`src/rtl/ahb_pkg.sv`:
```
// Shared AHB encodings used by the master interface and the arbiter FSM.
package ahb_pkg;

  typedef enum logic [1:0] {
    HTRANS_IDLE   = 2'b00,
    HTRANS_BUSY   = 2'b01,
    HTRANS_NONSEQ = 2'b10,
    HTRANS_SEQ    = 2'b11
  } htrans_e;

  typedef enum logic [2:0] {
    HBURST_SINGLE = 3'b000,
    HBURST_INCR   = 3'b001,
    HBURST_WRAP4  = 3'b010,
    HBURST_INCR4  = 3'b011,
    HBURST_WRAP8  = 3'b100,
    HBURST_INCR8  = 3'b101,
    HBURST_WRAP16 = 3'b110,
    HBURST_INCR16 = 3'b111
  } hburst_e;

  localparam logic [1:0] ARB_IDLE  = 2'd0;
  localparam logic [1:0] ARB_GRANT = 2'd1;
  localparam logic [1:0] ARB_DRAIN = 2'd2;

endpackage

```
`src/rtl/ahb_master_arbiter_rr_priority_pick.sv`:
```
// Combinational round-robin pick: first set request at or above ptr, wrapping modulo N.
module rr_priority_pick #(
  parameter int N  = 4,
  parameter int PW = $clog2(N)
) (
  input  logic [N-1:0]  req,
  input  logic [PW-1:0] ptr,
  output logic [N-1:0]  sel,
  output logic [PW-1:0] idx,
  output logic          any
);

  logic [PW:0]   sum;
  logic [PW-1:0] pos;

  // Walk offsets from farthest to nearest so the nearest hit is written last.
  always_comb begin
    sel = '0;
    idx = '0;
    sum = '0;
    pos = '0;
    for (int off = N - 1; off >= 0; off--) begin
      sum = {1'b0, ptr} + (PW + 1)'(off);
      if (sum >= (PW + 1)'(N)) begin
        sum = sum - (PW + 1)'(N);
      end
      pos = sum[PW-1:0];
      if (req[pos]) begin
        sel      = '0;
        sel[pos] = 1'b1;
        idx      = pos;
      end
    end
  end

  assign any = |req;

endmodule

```
`src/rtl/ahb_master_arbiter.sv`:
```
// Round-robin arbiter sharing one AHB master interface among REQ_NUM requesters;
// a grant is held until the requester ends its sequence and the interface drains.
module ahb_master_arbiter
  import ahb_pkg::*;
#(
  parameter int REQ_NUM        = 4,
  parameter int AHB_ADDR_WIDTH = 32,
  parameter int AHB_DATA_WIDTH = 32,
  parameter int DRAIN_TIMEOUT  = 64
) (
  input  logic                                  ahb_clk_in,
  input  logic                                  ahb_rst_in,
  input  logic [REQ_NUM-1:0]                    req_valid_in,
  input  logic [REQ_NUM-1:0]                    req_end_in,
  input  logic [REQ_NUM*AHB_ADDR_WIDTH-1:0]     req_addr_in,
  input  logic [REQ_NUM*3-1:0]                  req_burst_in,
  input  logic [REQ_NUM*3-1:0]                  req_size_in,
  input  logic [REQ_NUM*4-1:0]                  req_prot_in,
  input  logic [REQ_NUM*(AHB_DATA_WIDTH/8)-1:0] req_strb_in,
  input  logic [REQ_NUM*AHB_DATA_WIDTH-1:0]     req_wdata_in,
  input  logic [REQ_NUM-1:0]                    req_write_in,
  output logic [REQ_NUM-1:0]                    req_grant_out,
  output logic [REQ_NUM-1:0]                    req_ready_out,
  output logic [REQ_NUM-1:0]                    req_error_out,
  output logic [AHB_DATA_WIDTH-1:0]             req_rdata_out,
  output logic                                  mst_valid_out,
  output logic                                  mst_end_out,
  output logic                                  mst_write_out,
  output logic [AHB_ADDR_WIDTH-1:0]             mst_addr_out,
  output logic [2:0]                            mst_burst_out,
  output logic [2:0]                            mst_size_out,
  output logic [3:0]                            mst_prot_out,
  output logic [AHB_DATA_WIDTH/8-1:0]           mst_strb_out,
  output logic [AHB_DATA_WIDTH-1:0]             mst_wdata_out,
  input  logic                                  mst_ready_in,
  input  logic                                  mst_error_in,
  input  logic [AHB_DATA_WIDTH-1:0]             mst_rdata_in,
  input  logic                                  mst_busy_in,
  output logic                                  arb_timeout_out
);

  localparam int SW = AHB_DATA_WIDTH / 8;
  localparam int PW = $clog2(REQ_NUM);
  localparam int CW = $clog2(DRAIN_TIMEOUT);

  logic [AHB_ADDR_WIDTH-1:0] addr_arr  [REQ_NUM];
  logic [2:0]                burst_arr [REQ_NUM];
  logic [2:0]                size_arr  [REQ_NUM];
  logic [3:0]                prot_arr  [REQ_NUM];
  logic [SW-1:0]             strb_arr  [REQ_NUM];
  logic [AHB_DATA_WIDTH-1:0] wdata_arr [REQ_NUM];

  for (genvar gi = 0; gi < REQ_NUM; gi++) begin : g_slice
    assign addr_arr[gi]  = req_addr_in[gi*AHB_ADDR_WIDTH +: AHB_ADDR_WIDTH];
    assign burst_arr[gi] = req_burst_in[gi*3 +: 3];
    assign size_arr[gi]  = req_size_in[gi*3 +: 3];
    assign prot_arr[gi]  = req_prot_in[gi*4 +: 4];
    assign strb_arr[gi]  = req_strb_in[gi*SW +: SW];
    assign wdata_arr[gi] = req_wdata_in[gi*AHB_DATA_WIDTH +: AHB_DATA_WIDTH];
  end

  logic [1:0]                state_reg;
  logic [REQ_NUM-1:0]        grant_reg;
  logic [PW-1:0]             gidx_reg;
  logic [PW-1:0]             ptr_reg;
  logic [CW-1:0]             drain_cnt_reg;
  logic                      timeout_reg;
  logic                      lat_write_reg;
  logic [AHB_ADDR_WIDTH-1:0] lat_addr_reg;
  logic [2:0]                lat_burst_reg;
  logic [2:0]                lat_size_reg;
  logic [3:0]                lat_prot_reg;
  logic [SW-1:0]             lat_strb_reg;
  logic [AHB_DATA_WIDTH-1:0] lat_wdata_reg;

  logic [REQ_NUM-1:0] pick_sel;
  logic [PW-1:0]      pick_idx;
  logic               pick_any;

  rr_priority_pick #(
    .N  (REQ_NUM),
    .PW (PW)
  ) u_pick (
    .req (req_valid_in),
    .ptr (ptr_reg),
    .sel (pick_sel),
    .idx (pick_idx),
    .any (pick_any)
  );

  logic          g_valid;
  logic          g_end;
  logic          seq_done;
  logic          drain_hit;
  logic          drain_exit;
  logic [PW-1:0] ptr_next;

  // A granted requester dropping valid is treated as an implicit end of sequence.
  assign g_valid    = req_valid_in[gidx_reg];
  assign g_end      = req_end_in[gidx_reg];
  assign seq_done   = !g_valid || g_end;
  assign drain_hit  = (drain_cnt_reg == CW'(DRAIN_TIMEOUT - 1));
  assign drain_exit = !mst_busy_in || drain_hit;
  assign ptr_next   = (gidx_reg == PW'(REQ_NUM - 1)) ? '0 : gidx_reg + PW'(1);

  always_ff @(posedge ahb_clk_in) begin
    if (ahb_rst_in) begin
      state_reg     <= ARB_IDLE;
      grant_reg     <= '0;
      gidx_reg      <= '0;
      ptr_reg       <= '0;
      drain_cnt_reg <= '0;
      timeout_reg   <= 1'b0;
      lat_write_reg <= 1'b0;
      lat_addr_reg  <= '0;
      lat_burst_reg <= '0;
      lat_size_reg  <= '0;
      lat_prot_reg  <= '0;
      lat_strb_reg  <= '0;
      lat_wdata_reg <= '0;
    end else begin
      timeout_reg <= 1'b0;
      case (state_reg)
        ARB_IDLE: begin
          if (pick_any) begin
            grant_reg <= pick_sel;
            gidx_reg  <= pick_idx;
            state_reg <= ARB_GRANT;
          end
        end
        ARB_GRANT: begin
          if (seq_done) begin
            lat_write_reg <= req_write_in[gidx_reg];
            lat_addr_reg  <= addr_arr[gidx_reg];
            lat_burst_reg <= burst_arr[gidx_reg];
            lat_size_reg  <= size_arr[gidx_reg];
            lat_prot_reg  <= prot_arr[gidx_reg];
            lat_strb_reg  <= strb_arr[gidx_reg];
            lat_wdata_reg <= wdata_arr[gidx_reg];
            drain_cnt_reg <= '0;
            state_reg     <= ARB_DRAIN;
          end
        end
        ARB_DRAIN: begin
          if (drain_exit) begin
            grant_reg   <= '0;
            ptr_reg     <= ptr_next;
            state_reg   <= ARB_IDLE;
            // Busy still high here means only the counter released us.
            timeout_reg <= mst_busy_in;
          end else begin
            drain_cnt_reg <= drain_cnt_reg + CW'(1);
          end
        end
        default: state_reg <= ARB_IDLE;
      endcase
    end
  end

  always_comb begin
    mst_valid_out = 1'b0;
    mst_end_out   = 1'b0;
    mst_write_out = 1'b0;
    mst_addr_out  = '0;
    mst_burst_out = '0;
    mst_size_out  = '0;
    mst_prot_out  = '0;
    mst_strb_out  = '0;
    mst_wdata_out = '0;
    req_ready_out = '0;
    req_error_out = '0;
    req_rdata_out = '0;
    case (state_reg)
      ARB_GRANT: begin
        mst_valid_out = g_valid;
        mst_end_out   = g_end;
        mst_write_out = req_write_in[gidx_reg];
        mst_addr_out  = addr_arr[gidx_reg];
        mst_burst_out = burst_arr[gidx_reg];
        mst_size_out  = size_arr[gidx_reg];
        mst_prot_out  = prot_arr[gidx_reg];
        mst_strb_out  = strb_arr[gidx_reg];
        mst_wdata_out = wdata_arr[gidx_reg];
      end
      ARB_DRAIN: begin
        mst_valid_out = 1'b1;
        mst_end_out   = 1'b1;
        mst_write_out = lat_write_reg;
        mst_addr_out  = lat_addr_reg;
        mst_burst_out = lat_burst_reg;
        mst_size_out  = lat_size_reg;
        mst_prot_out  = lat_prot_reg;
        mst_strb_out  = lat_strb_reg;
        mst_wdata_out = lat_wdata_reg;
      end
      default: ;
    endcase
    if (state_reg == ARB_GRANT || state_reg == ARB_DRAIN) begin
      req_ready_out[gidx_reg] = mst_ready_in;
      req_error_out[gidx_reg] = mst_error_in;
      req_rdata_out           = mst_rdata_in;
    end
  end

  assign req_grant_out   = grant_reg;
  assign arb_timeout_out = timeout_reg;

endmodule

```
`config.mk`:
```
export PLATFORM = sky130hd
export DESIGN_NAME = ahb_master_arbiter
export DESIGN_NICKNAME = d
export VERILOG_FILES = /design/src/rtl/ahb_pkg.sv /design/src/rtl/ahb_master_arbiter_rr_priority_pick.sv /design/src/rtl/ahb_master_arbiter.sv
export SDC_FILE = /design/constraint.sdc
export NUM_CORES = 1
export LEC_CHECK = 0
export CAP_MARGIN = 10
export CORE_AREA = 2 2 189 191
export DETAILED_ROUTE_END_ITERATION = 6
export DIE_AREA = 0 0 191 193
export HOLD_SLACK_MARGIN = 0.02
export PLACE_DENSITY = 0.53
export SYNTH_ARGS = -nofsm -noshare
export SYNTH_HDL_FRONTEND = slang
export SYNTH_HIERARCHICAL = 1
export SYNTH_SLANG_ARGS = --single-unit
```
`constraint.sdc`:
```
create_clock -name ahb_clk_in -period 2.8 [get_ports ahb_clk_in]
set_input_delay 0.84 -clock ahb_clk_in [delete_from_list [all_inputs] [get_ports ahb_clk_in]]
set_output_delay 0.84 -clock ahb_clk_in [all_outputs]
set_load 0.03 [all_outputs]
```
==> impl_metrics.json <==
{
  "synth_fp_nets": 1232,
  "synth-seq-area-share_pct": 25.14,
  "ant_nets": 0,
  "required_ns": 1.96,
  "setup_slack_ns": -0.1541,
  "areaGrowthSynthToFinish_pct": 87.61,
  "dieArea_sq_mm": 0.03686,
  "outcome": "finished with violations",
  "clk_pin_slew_ns": 0.08,
  "critPathMaxStageDelay_ns": 0.48,
  "ctsLongestPathBuffers": 2,
  "rrSetupSlack_ns": 0.11,
  "core_area_sq_mm": 0.03496,
  "endpoint_kind": "primary output",
  "fin_crit_sh_pct": 105.5,
  "p_total_mw": 7.454,
  "antenna_found_initial": 5,
  "crit_slowest_cell": "mux4_2",
  "ys_seq_elements": 96,
  "cts_tree": "done",
  "track_usage_pct": 18.32,
  "synth_cells": 853,
  "synth_most_common_cell": "nand2_1",
  "synth_top_area_cell": "dfxtp_1",
  "ctsRootBufferMaster": "clkbuf_16",
  "synth_edf_count": 0,
  "synth_area_sq_mm": 0.007644,
  "cp_max_fo": 2,
  "grt_pass1_wl_mm": 51.30,
  "post-route-cell-area_sq_mm": 0.01434,
  "max_freq_ghz": 0.3385,
  "setup_violations": 69,
  "place_area_sq_mm": 0.01335,
  "yosysWarningCount": 6,
  "hold_viol": 0,
  "cts_num_sinks": 96,
  "wl_per_cell_microns": 19.35,
  "drt_iter0_drc": 298,
  "fin_nets": 1774,
  "period_minus_slack_ns": 2.954,
  "die_width_microns": 191,
  "rsz0062_at_grt": "yes",
  "grt_start_max_net_pins": 54,
  "drv_slew": 0,
  "drc": 0,
  "dp_hpwl_mm": 27.08,
  "worst_setup_path_start_kind": "input port",
  "cts_buffers": 9,
  "worst_slew_pin_slew_ns": 0.3733,
  "avgSynthCellArea_sq_um": 8.961,
  "violations": "setup timing",
  "io_pins": 487,
  "cp_num_buf_inv": 2,
  "grt.overflow.total": 0,
  "ys.flop_type": "dfxtp_1",
  "drt_wl_total_mm": 36.08,
  "clkLatencyLatePin_ns": 0.35,
  "cp.arrival_ns": 2.11,
  "cts_htree_levels": 3,
  "max_cap_violations": 0,
  "ys_top_cells_by_area": "dfxtp_1, mux4_2, nand2_1, a22oi_1, nor2b_1",
  "via_per_inst": 4.708,
  "layout-drive-gt1-share_pct": 32.86,
  "first_pass_iters": 5,
  "num_vias": 8780,
  "max_slew_margin_pct": 75.12,
  "leakage_nw": 5.715,
  "routabilityCongestion": 0.7887,
  "min_path_type": "register to register",
  "crit_family": "buffers and inverters",
  "power_density_mw_per_mm2": 519.8,
  "cp_cell_sequence": "clkdlybuf4s50_1 > mux4_2 > a22oi_2 > nor2b_2 > buf_6",
  "synth_cell_types": 53,
  "rows": 69,
  "finalClockSkew_ns": 0.01409,
  "io_buffers": 486,
  "initial_core_util_pct": 21.86,
  "criticalPathCategory": "input port to primary output",
  "die_h_microns": 193,
  "yosysTopAreaCellShare_pct": 25.14,
  "async_flop_share_pct": 0,
  "grt_pass1_vias": 8728,
  "synth_commonest_cells": "nand2_1, a21oi_1, dfxtp_1, nor2b_1, mux4_2",
  "ir_worst_vdd_v": 0.0003222,
  "fillers": 3580
}
-- path summary, 6_finish.rpt --
path | startpoint | end | cells past startpoint
max reg2reg | gidx_reg[0] | drain_cnt_reg[5] | 15
max | req_addr_in[51] | mst_addr_out[19] | 5
min | lat_strb_reg[1] | lat_strb_reg[1] | 2
min reg2reg | lat_strb_reg[1] | lat_strb_reg[1] | 2
-- layer usage --
layer	vias to the layer above	global-route usage (%)	wire length, microns
met3	23	4.217	2346
li1	4206	-	-
met1	4224	21.43	14210
met2	325	34.23	19100
met4	2	3.369	405
met5	-	0	16
-- logic make-up (layout without fill, tap and decap cells) --
| kind of cell | after synthesis | in the layout | share of synthesized area [%] |
|---|---|---|---|
| AO/OA/AOI/OAI | 201 | 201 | 16.76 |
| adder cells (fa/ha/maj) | 18 | 18 | 2.947 |
| AND/OR/NAND/NOR | 347 | 347 | 23.02 |
| flip-flops | 96 | 96 | 25.14 |
| other | 0 | 4 | 0 |
| multiplexers | 96 | 96 | 26.37 |
| buffers and inverters | 95 | 642 | 5.762 |
-- what timing repair did --
| item | in CTS | in global routing |
|---|---|---|
| hold buffers | 0 | 0 |
| pin swaps | 82 | 8 |
| endpoints found under the setup margin | 117 | 105 |
| cloned | 3 | 2 |
| resized for setup | 546 | 65 |
| buffers inserted | 34 | 13 |
-- layout by cell type (no fill, tap or decap), drive strengths merged, types with 2 or more instances in the layout --
master and instances:
o211ai 5, mux2 4, a221oi 3, nor4b 4
and4 2, dfxtp 96, ha 18, buf 250
nor2 18, mux4 82, diode 4, and2 33
a21oi 96, clkinvlp 3, o21ai 3, nor3 4
nand4 3, mux2i 10, clkdlybuf4s15 7, dlygate4sd2 305
nand3 5, clkbuf 14, nand2 167, and3 12
nand3b 2, a31oi 2, or3b 2, clkdlybuf4s50 50
nor2b 82, a311oi 3, a22oi 80, nand2b 6
a41oi 3, inv 10
-- where the power goes --
group	switching (mW)	internal, mW
registers	0.114	1.55
clock network	0.597	0.695
logic	2.34	2.16
total	3.05	4.40
-- stage by stage --
| step | worst slack (ns) | setup TNS, ns | util [%] | hold slack, ns | cells |
|---|---|---|---|---|---|
| 2_1_floorplan | 0.02534 | 0 | - | 0.4368 | 853 |
| 3_3_place_gp | -0.7317 | -27.25 | 38.18 | 0.4415 | 1799 |
| 3_5_place_dp | -0.7372 | -28.06 | 38.18 | 0.4473 | 1799 |
| 4_1_cts | -0.1948 | -7.054 | 40.08 | 0.4596 | 1851 |
| 5_1_grt | -0.2055 | -9.962 | 41.01 | 0.4732 | 1864 |
| 6_report | -0.1541 | -3.959 | 41.01 | 0.4588 | 1865 |
-- final cells by class --
class                   instances  area (sq um)  share of cell area (%)
multi-input cells             662          5796                   40.42
repair buffers                616          5693                   39.70
flip-flops and latches         96          1929                   13.45
well taps                     461         576.8                   4.022
clock buffers                  11         232.7                   1.623
clock inverters                 5         57.56                  0.4014
inverters                      10         45.04                  0.3141
diodes                          4         10.01                 0.06980
-- tightest hold or removal path: cells and delay by family, from the launching register on --
family | cells | cell delay (ns)
AOI/OAI and AO/OA | 1 | 0.05
DFF | 1 | 0.31
and+or+nand+nor | 1 | 0.05
(Power assumes the default switching activity.)
